## src/rtl/cpld_bank_pkg.sv

```systemverilog
// rtl/cpld_bank_pkg.sv - shared types and constants for the bank select capture block
// Purpose : FSM state encoding plus the select tag and ramblock reset value.
// Ports   : none (package).
package cpld_bank_pkg;

  typedef enum logic [1:0] {
    ST_IDLE     = 2'd0,
    ST_QUAL     = 2'd1,
    ST_WAIT_END = 2'd2,
    ST_COMMIT   = 2'd3
  } bank_state_t;

  // data[7:6] value that marks a write as a RAM bank/scheme selection
  localparam logic [1:0] SELECT_TAG     = 2'b11;
  localparam logic [5:0] RAMBLOCK_RESET = 6'b0;

endpackage

```

## src/rtl/sync_bit.sv

```systemverilog
// rtl/sync_bit.sv - single-bit multi-flop synchroniser with reset preset
// Purpose : bring one asynchronous control input into the clk domain.
// Ports   : clk   - destination clock
//           reset - asynchronous active-high reset, presets every flop to RESET_VAL
//           d     - asynchronous input
//           q     - synchronised output, DEPTH clk edges behind d
module sync_bit #(
  parameter int   DEPTH     = 2,
  parameter logic RESET_VAL = 1'b0
) (
  input  logic clk,
  input  logic reset,
  input  logic d,
  output logic q
);

  logic [DEPTH-1:0] chain;

  always_ff @(posedge clk or posedge reset) begin
    if (reset) begin
      chain <= {DEPTH{RESET_VAL}};
    end else begin
      chain <= {chain[DEPTH-2:0], d};
    end
  end

  assign q = chain[DEPTH-1];

endmodule

```

## src/rtl/bank_select_capture.sv

```systemverilog
// rtl/bank_select_capture.sv - captures Z80 writes to port 0x7FXX into a RAM bank select
// Purpose : synchronise the Z80 control strobes, filter the write strobe, sample
//           the data bus and commit {ccc,bbb} to the RAM mapper once the write ends.
// Ports   : clk        - system clock
//           reset      - asynchronous active-high reset
//           iorq_b     - Z80 I/O request (active low, async)
//           wr_b       - Z80 write strobe (active low, async)
//           adr15      - Z80 address bit 15 (low selects 0x7FXX)
//           data       - Z80 data bus (sampled only while the strobe is stable)
//           busreset_b - expansion-bus reset (active low, async)
//           ramblock   - committed bank/scheme value
//           commit     - one-cycle pulse when ramblock is updated
//           ignored    - one-cycle pulse when a non-select write completes
//           busy       - FSM is not idle
module bank_select_capture
  import cpld_bank_pkg::*;
#(
  parameter int SYNC_STAGES   = 2,
  parameter int FILTER_CYCLES = 2
) (
  input  logic       clk,
  input  logic       reset,
  input  logic       iorq_b,
  input  logic       wr_b,
  input  logic       adr15,
  input  logic [7:0] data,
  input  logic       busreset_b,
  output logic [5:0] ramblock,
  output logic       commit,
  output logic       ignored,
  output logic       busy
);

  localparam int               CNT_W    = $clog2(FILTER_CYCLES + 1);
  localparam logic [CNT_W-1:0] FILT_MAX = CNT_W'(FILTER_CYCLES);

  logic iorq_s, wr_s, adr15_s, busreset_s;
  logic strobe;

  bank_state_t      state_q, state_n;
  logic [CNT_W-1:0] cnt_q, cnt_n;
  logic [7:0]       data_q, data_n;
  logic [5:0]       ramblock_q, ramblock_n;
  logic             commit_q, commit_n;
  logic             ignored_q, ignored_n;

  // Presets match the idle level of each pin so reset never fakes a strobe.
  sync_bit #(.DEPTH(SYNC_STAGES), .RESET_VAL(1'b1)) u_sync_iorq (
    .clk(clk), .reset(reset), .d(iorq_b), .q(iorq_s)
  );
  sync_bit #(.DEPTH(SYNC_STAGES), .RESET_VAL(1'b1)) u_sync_wr (
    .clk(clk), .reset(reset), .d(wr_b), .q(wr_s)
  );
  sync_bit #(.DEPTH(SYNC_STAGES), .RESET_VAL(1'b0)) u_sync_adr15 (
    .clk(clk), .reset(reset), .d(adr15), .q(adr15_s)
  );
  sync_bit #(.DEPTH(SYNC_STAGES), .RESET_VAL(1'b1)) u_sync_busreset (
    .clk(clk), .reset(reset), .d(busreset_b), .q(busreset_s)
  );

  assign strobe = !iorq_s && !wr_s && !adr15_s;

  always_ff @(posedge clk or posedge reset) begin
    if (reset) begin
      state_q    <= ST_IDLE;
      cnt_q      <= '0;
      data_q     <= '0;
      ramblock_q <= RAMBLOCK_RESET;
      commit_q   <= 1'b0;
      ignored_q  <= 1'b0;
    end else begin
      state_q    <= state_n;
      cnt_q      <= cnt_n;
      data_q     <= data_n;
      ramblock_q <= ramblock_n;
      commit_q   <= commit_n;
      ignored_q  <= ignored_n;
    end
  end

  always_comb begin
    state_n    = state_q;
    cnt_n      = cnt_q;
    data_n     = data_q;
    ramblock_n = ramblock_q;
    commit_n   = 1'b0;
    ignored_n  = 1'b0;

    // Bus reset wins over everything, including a pending COMMIT.
    if (!busreset_s) begin
      state_n    = ST_IDLE;
      cnt_n      = '0;
      ramblock_n = RAMBLOCK_RESET;
    end else begin
      case (state_q)
        ST_IDLE: begin
          if (strobe) begin
            state_n = ST_QUAL;
            cnt_n   = CNT_W'(1);
          end
        end
        ST_QUAL: begin
          if (!strobe) begin
            state_n = ST_IDLE;
          end else if (cnt_q == FILT_MAX) begin
            data_n  = data;
            state_n = ST_WAIT_END;
          end else if (cnt_q < FILT_MAX) begin
            cnt_n = cnt_q + CNT_W'(1);
          end
        end
        // Held here until the strobe ends, so a long write yields one pulse.
        ST_WAIT_END: begin
          if (!strobe) begin
            if (data_q[7:6] == SELECT_TAG) begin
              state_n = ST_COMMIT;
            end else begin
              ignored_n = 1'b1;
              state_n   = ST_IDLE;
            end
          end
        end
        ST_COMMIT: begin
          ramblock_n = data_q[5:0];
          commit_n   = 1'b1;
          state_n    = ST_IDLE;
        end
        default: begin
          state_n = ST_IDLE;
        end
      endcase
    end
  end

  assign ramblock = ramblock_q;
  assign commit   = commit_q;
  assign ignored  = ignored_q;
  assign busy     = (state_q != ST_IDLE);

endmodule

```

## config.mk

```make
export PLATFORM = sky130hd
export DESIGN_NAME = bank_select_capture
export DESIGN_NICKNAME = d
export VERILOG_FILES = /design/src/rtl/cpld_bank_pkg.sv /design/src/rtl/sync_bit.sv /design/src/rtl/bank_select_capture.sv
export SDC_FILE = /design/constraint.sdc
export NUM_CORES = 1
export LEC_CHECK = 0
export CAP_MARGIN = 10
export CORE_ASPECT_RATIO = 1.4
export CORE_MARGIN = 8
export CORE_UTILIZATION = 48
export DETAILED_ROUTE_END_ITERATION = 10
export GPL_TIMING_DRIVEN = 0
export HOLD_SLACK_MARGIN = 0.02
export PLACE_DENSITY = 0.81
export SYNTH_ARGS = -nofsm -noshare
export SYNTH_HDL_FRONTEND = slang
export SYNTH_SLANG_ARGS = --single-unit
export TNS_END_PERCENT = 50
```

## constraint.sdc

```tcl
create_clock -name clk -period 1.76 [get_ports clk]
set_input_delay 0.352 -clock clk [delete_from_list [all_inputs] [get_ports clk]]
set_output_delay 0.352 -clock clk [all_outputs]
set_load 0.05 [all_outputs]
```

==> Word level (Yosys, flattened, before mapping) <==
Index checks and enable logic that the tools add are counted.
{ "word_totals": {"register_bits": 28, "latch_bits": 0, "ramBits": 0, "rom_bits": 0, "in_bits": 14, "elab_cells": 55, "memories": 0} }
{ "op_classes": {"add_sub_neg": 1, "mul": 0, "div_mod_pow": 0, "magnitude_cmp": 1, "n_eq_ne": 13, "n_shift": 0, "n_mux": 20, "bitwise": 0, "reduce_logical": 10} }
{ "op_table": {"columns": ["cell", "n"], "rows": [
  ["2-bit two-way mux", 10],
  ["3-bit != test (second input constant)", 6],
  ["6-bit two-way mux", 2],
  ["2-bit equality test (second input constant)", 4],
  ["2-bit case mux with 4 select lines", 1],
  ["1-bit two-way mux", 6],
  ["5-bit AND reduction", 1],
  ["4-bit != test (second input constant)", 1],
  ["2-bit case mux with 2 select lines", 1],
  ["4-bit AND reduction", 1],
  ["1-bit logical NOT", 3],
  ["3-bit AND reduction", 1],
  ["2-bit by 1-bit adder with 2-bit output (second input constant)", 1],
  ["2-bit by 1-bit equality test with 1-bit output (second input constant)", 1],
  ["1-bit logical AND", 2],
  ["2-bit logical NOT", 1],
  ["2-bit less-than comparator (second input constant)", 1],
  ["2-bit != test (second input constant)", 1],
  ["2-bit nonzero test", 1]
]} }

==> Longest topological paths before layout <==
{ "logic_depth": {"depth_word": 6, "mapped_depth": 5, "depth_no_buf": 5} }

==> Cells and area by module <==
From an unflattened synthesis, not the netlist that was laid out.
{ "hier_totals": {"hier_cells": 88, "hier_area_um2": 1104.8} }
{ "modules_own_cells": {"columns": ["mod", "n_inst", "cells_per_inst", "area_per_inst_um2"], "rows": [
  ["bank_select_capture", 1, 76, 882.1],
  ["sync_bit at u_sync_busreset ...", 3, 3, 56.3],
  ["sync_bit at u_sync_adr15", 1, 3, 53.8]
]} }

==> Worst setup path after synthesis <==
Ideal clock, no wire load.
{ "synth_path": {"kind": "register -> register", "startpoint": "register state_q[1]", "endpoint": "register data_q[0]", "setup_time_ps": 125, "t_arrival_ps": 1489, "path_slack_ps": 146, "path_stages_with_launch": 4, "path_buffers": 0, "path_cell_list": "dfrtp_1 -> or4_4 -> nor2_8 -> mux2_2"} }
{ "synth_via": {"elab_chain_len": 2} }
{ "synth_rtl": {"columns": ["item", "line_no", "source"], "rows": [
  ["from (decl)", "bank_select_capture.sv:40", "bank_state_t state_q, state_n;"],
  ["from (signal assigned)", "bank_select_capture.sv:72", "state_q <= state_n;"],
  ["2-bit by 1-bit equality test with 1-bit output", "bank_select_capture.sv:95", "case (state_q)"],
  ["4-bit AND reduction (no source line)", null, null],
  ["to (signal assigned)", "bank_select_capture.sv:74", "data_q <= data_n;"],
  ["to (decl)", "bank_select_capture.sv:42", "logic [7:0] data_q, data_n;"]
]} }
No other way between the ends.
A chain may end at the register's enable or synchronous reset.

==> Worst setup path after layout <==
{ "layout_path": {"startpoint": "register state_q[1]", "endpoint": "register data_q[2]"} }
The elaborated chain is that of the path after synthesis.

==> metrics <==
Setup violations, final 0; Crit. End Element flip-flop; Post-DRT Antenna Nets 0; CTS Sinks 28; Worst-Margin Slew slightly above 1 ns; synthesized flop and latch total 28; Top FF cell, synth dfrtp_1; Ys Warns 0; final clock skew approximately 0.005 ns; row cnt 20; Final Non-Filler Cells 137; CP Launch Type flip-flop; FMAX between 500 and 600 MHz; FILL cells 163; die height slightly above 70 µm; CTS tree done; setup TNS 0 ns; outcome complete, no violations; most frequent cells in the layout dfrtp_1 (20), clkdlybuf4s50_1 (13), nand2_1 (9); most common cell after layout, fill and taps aside dfrtp_1; H-tree depth 1; hpwl dp approximately 1500 µm; Final period util 96.8%; worst hold path class reg -> reg; gr usage total around a tenth; Num CTS Buffers 3; CTS Root Cell clkbuf_4; first-pass GRT wire length approximately 3400 µm; Chip Width between 50 and 60 µm; Synth Net Count 99; max-slew violation count 0; IO buf count 22; gpl congestion about 0.72; # IOs 23; Leak Pwr between 0.0007 and 0.0008 µW; Critical Path RT around 2.0 ns; Post-Synth Adder-Cell Area 1.14%; total grt overflow 0; Synth area leader dfrtp_1; ratio of cells with drive above 1 in the final layout ~30%; WL per Instance between 15 and 20 µm; Max Cap Violations 0; area share of the largest cell type after synthesis between 50% and 60%; top cells by area, synth dfrtp_1 (50%), dfstp_2 (14%), mux2_2 (8.2%), a21boi_0 (4.1%), nand3_1 (3.2%); total routed wirelength 2100 µm; Post-synth EDFFs 0; clk slew on worst S/H paths about 0.15 ns; DRT Pass-1 Iters 4; relative slew slack roughly 33%; Cell variety after synth 26; core area about 2200 µm²; initial antenna violation count 0; Avg Synthesized Cell Area ~13 µm²; clk_lat worst skew 0.33 ns; Arrival @ worst endpoint approximately 1.9 ns; DR vias 760; vias in the first global route between 700 and 800; Worst VDD drop a little under 0.0007 V; crit path kind reg -> reg; Via density ~5.5; initial DRC count 14; Final Hold Fails 0; Area growth, synth to finish 33.1%; largest net degree at the start of global routing 29; sequential cell area fraction in the yosys report about two thirds; Post-Synth Simple-Gate Area roughly 15%; Initial Util between 50% and 60%; dominant combinational cell family by area after synthesis simple AND/OR/NAND/NOR gates; Power Density 794 nW/µm²; Inst Count DP 128; CP max FO 5; Final #Nets 131; DRC violations left 0; Syn Std Cell Area between 1000 and 1500 µm²; Cells after Synth 84; DIE AREA a little over 4000 µm²; Post-Synth XOR/XNOR Area 0%; Clock Path Buffers 2; min Tclk post-route around 1.7 ns; multiplexer area fraction after synthesis ~8%; Async SR Flop Fraction 100%; WHS around 0.37 ns; Ant. Diodes 0; Compound-Gate Fraction of Synth Area a little under a tenth
cell type report:
cell class	count	area, µm²	area share, %
plain buffers	3	32.5	2.23
clock inverters	1	30.0	2.06
multi-input cells	52	382	26.2
flip-flops and latches	28	711	48.8
repair buffers	26	245	16.8
inverters	2	7.51	0.515
well taps	22	27.5	1.89
clock buffers	3	22.5	1.55
per-stage QoR:
| stage | utilization [%] | total power [µW] | setup slack (ns) | area, µm² |
|---|---|---|---|---|
| after floorplan | - | 706 | 0.146 | 1090 |
| after global placement | 61.7 | 741 | -0.283 | 1340 |
| after detailed placement | 61.7 | 745 | -0.302 | 1340 |
| after CTS | 64.6 | 1160 | -0.0284 | 1410 |
| after global routing | 67.0 | 1200 | -0.0155 | 1460 |
| final | 67.0 | 1160 | 0.0563 | 1460 |
logic make-up (layout without fill, tap and decap cells):
family,Yosys count,count (layout)
DFF,28,28
buffers and inverters,5,35
adders and majority gates,1,1
AOI/OAI and AO/OA,14,14
muxes,8,8
and+or+nand+nor,28,29
cell usage after synthesis (all sizes together), types with 2 or more instances:
library cell   n
clkbuf         3
dfrtp         22
nand2          9
nor2           2
inv            2
a21oi          2
a21boi         6
dfstp          6
mux2           8
nand3          7
o21ai          2
or2            2
power breakdown:
part	internal (µW)	switching [µW]
Combinational	38.5	29.8
Clock	231	190
Sequential	661	7.55
metal layers:
| metal | global-route usage [%] | routed length [µm] |
|---|---|---|
| met1 | 11.8 | 874 |
| met2 | 16.9 | 1080 |
| met3 | 2.79 | 88 |
| met4 | 5.63 | 56 |
| met5 | 0 | 0 |
worst max-delay path, stage by stage, from the launching register on:
cell     delay, ns
dfrtp_2       0.47
or4_4         0.62
nor2_8        0.15
mux2_2        0.36
repair_timing:
item,CTS,global route
pin swaps,0,1
gates resized for setup,21,5
cloned,0,1
endpoints found under the setup margin,9,9
hold buffers,0,0
buffers inserted,0,4
worst paths after layout:
check / endpoint / slack [ns] / start / cells past startpoint
worst max-delay path: data_q[2] / 0.06 / state_q[1] / 3
worst min-delay path: u_sync_iorq.chain[1] / 0.37 / u_sync_iorq.chain[0] / 0
worst max register to register: data_q[2] / 0.06 / state_q[1] / 3
worst min register to register: u_sync_iorq.chain[1] / 0.37 / u_sync_iorq.chain[0] / 0
max in group asynchronous: state_q[0] / 0.56 / reset / 2
min in group asynchronous: data_q[6] / 0.54 / reset / 2
state kept, by name, summed over array words and instances, names as in the netlist:
signal,count
cnt_q,2
state_q,2
data_q,8
u_sync_wr.chain,2
u_sync_busreset.chain,2
ramblock,6
u_sync_iorq.chain,2
u_sync_adr15.chain,2
commit,1
ignored,1
No activity file was read; power rests on OpenSTA's default activity.
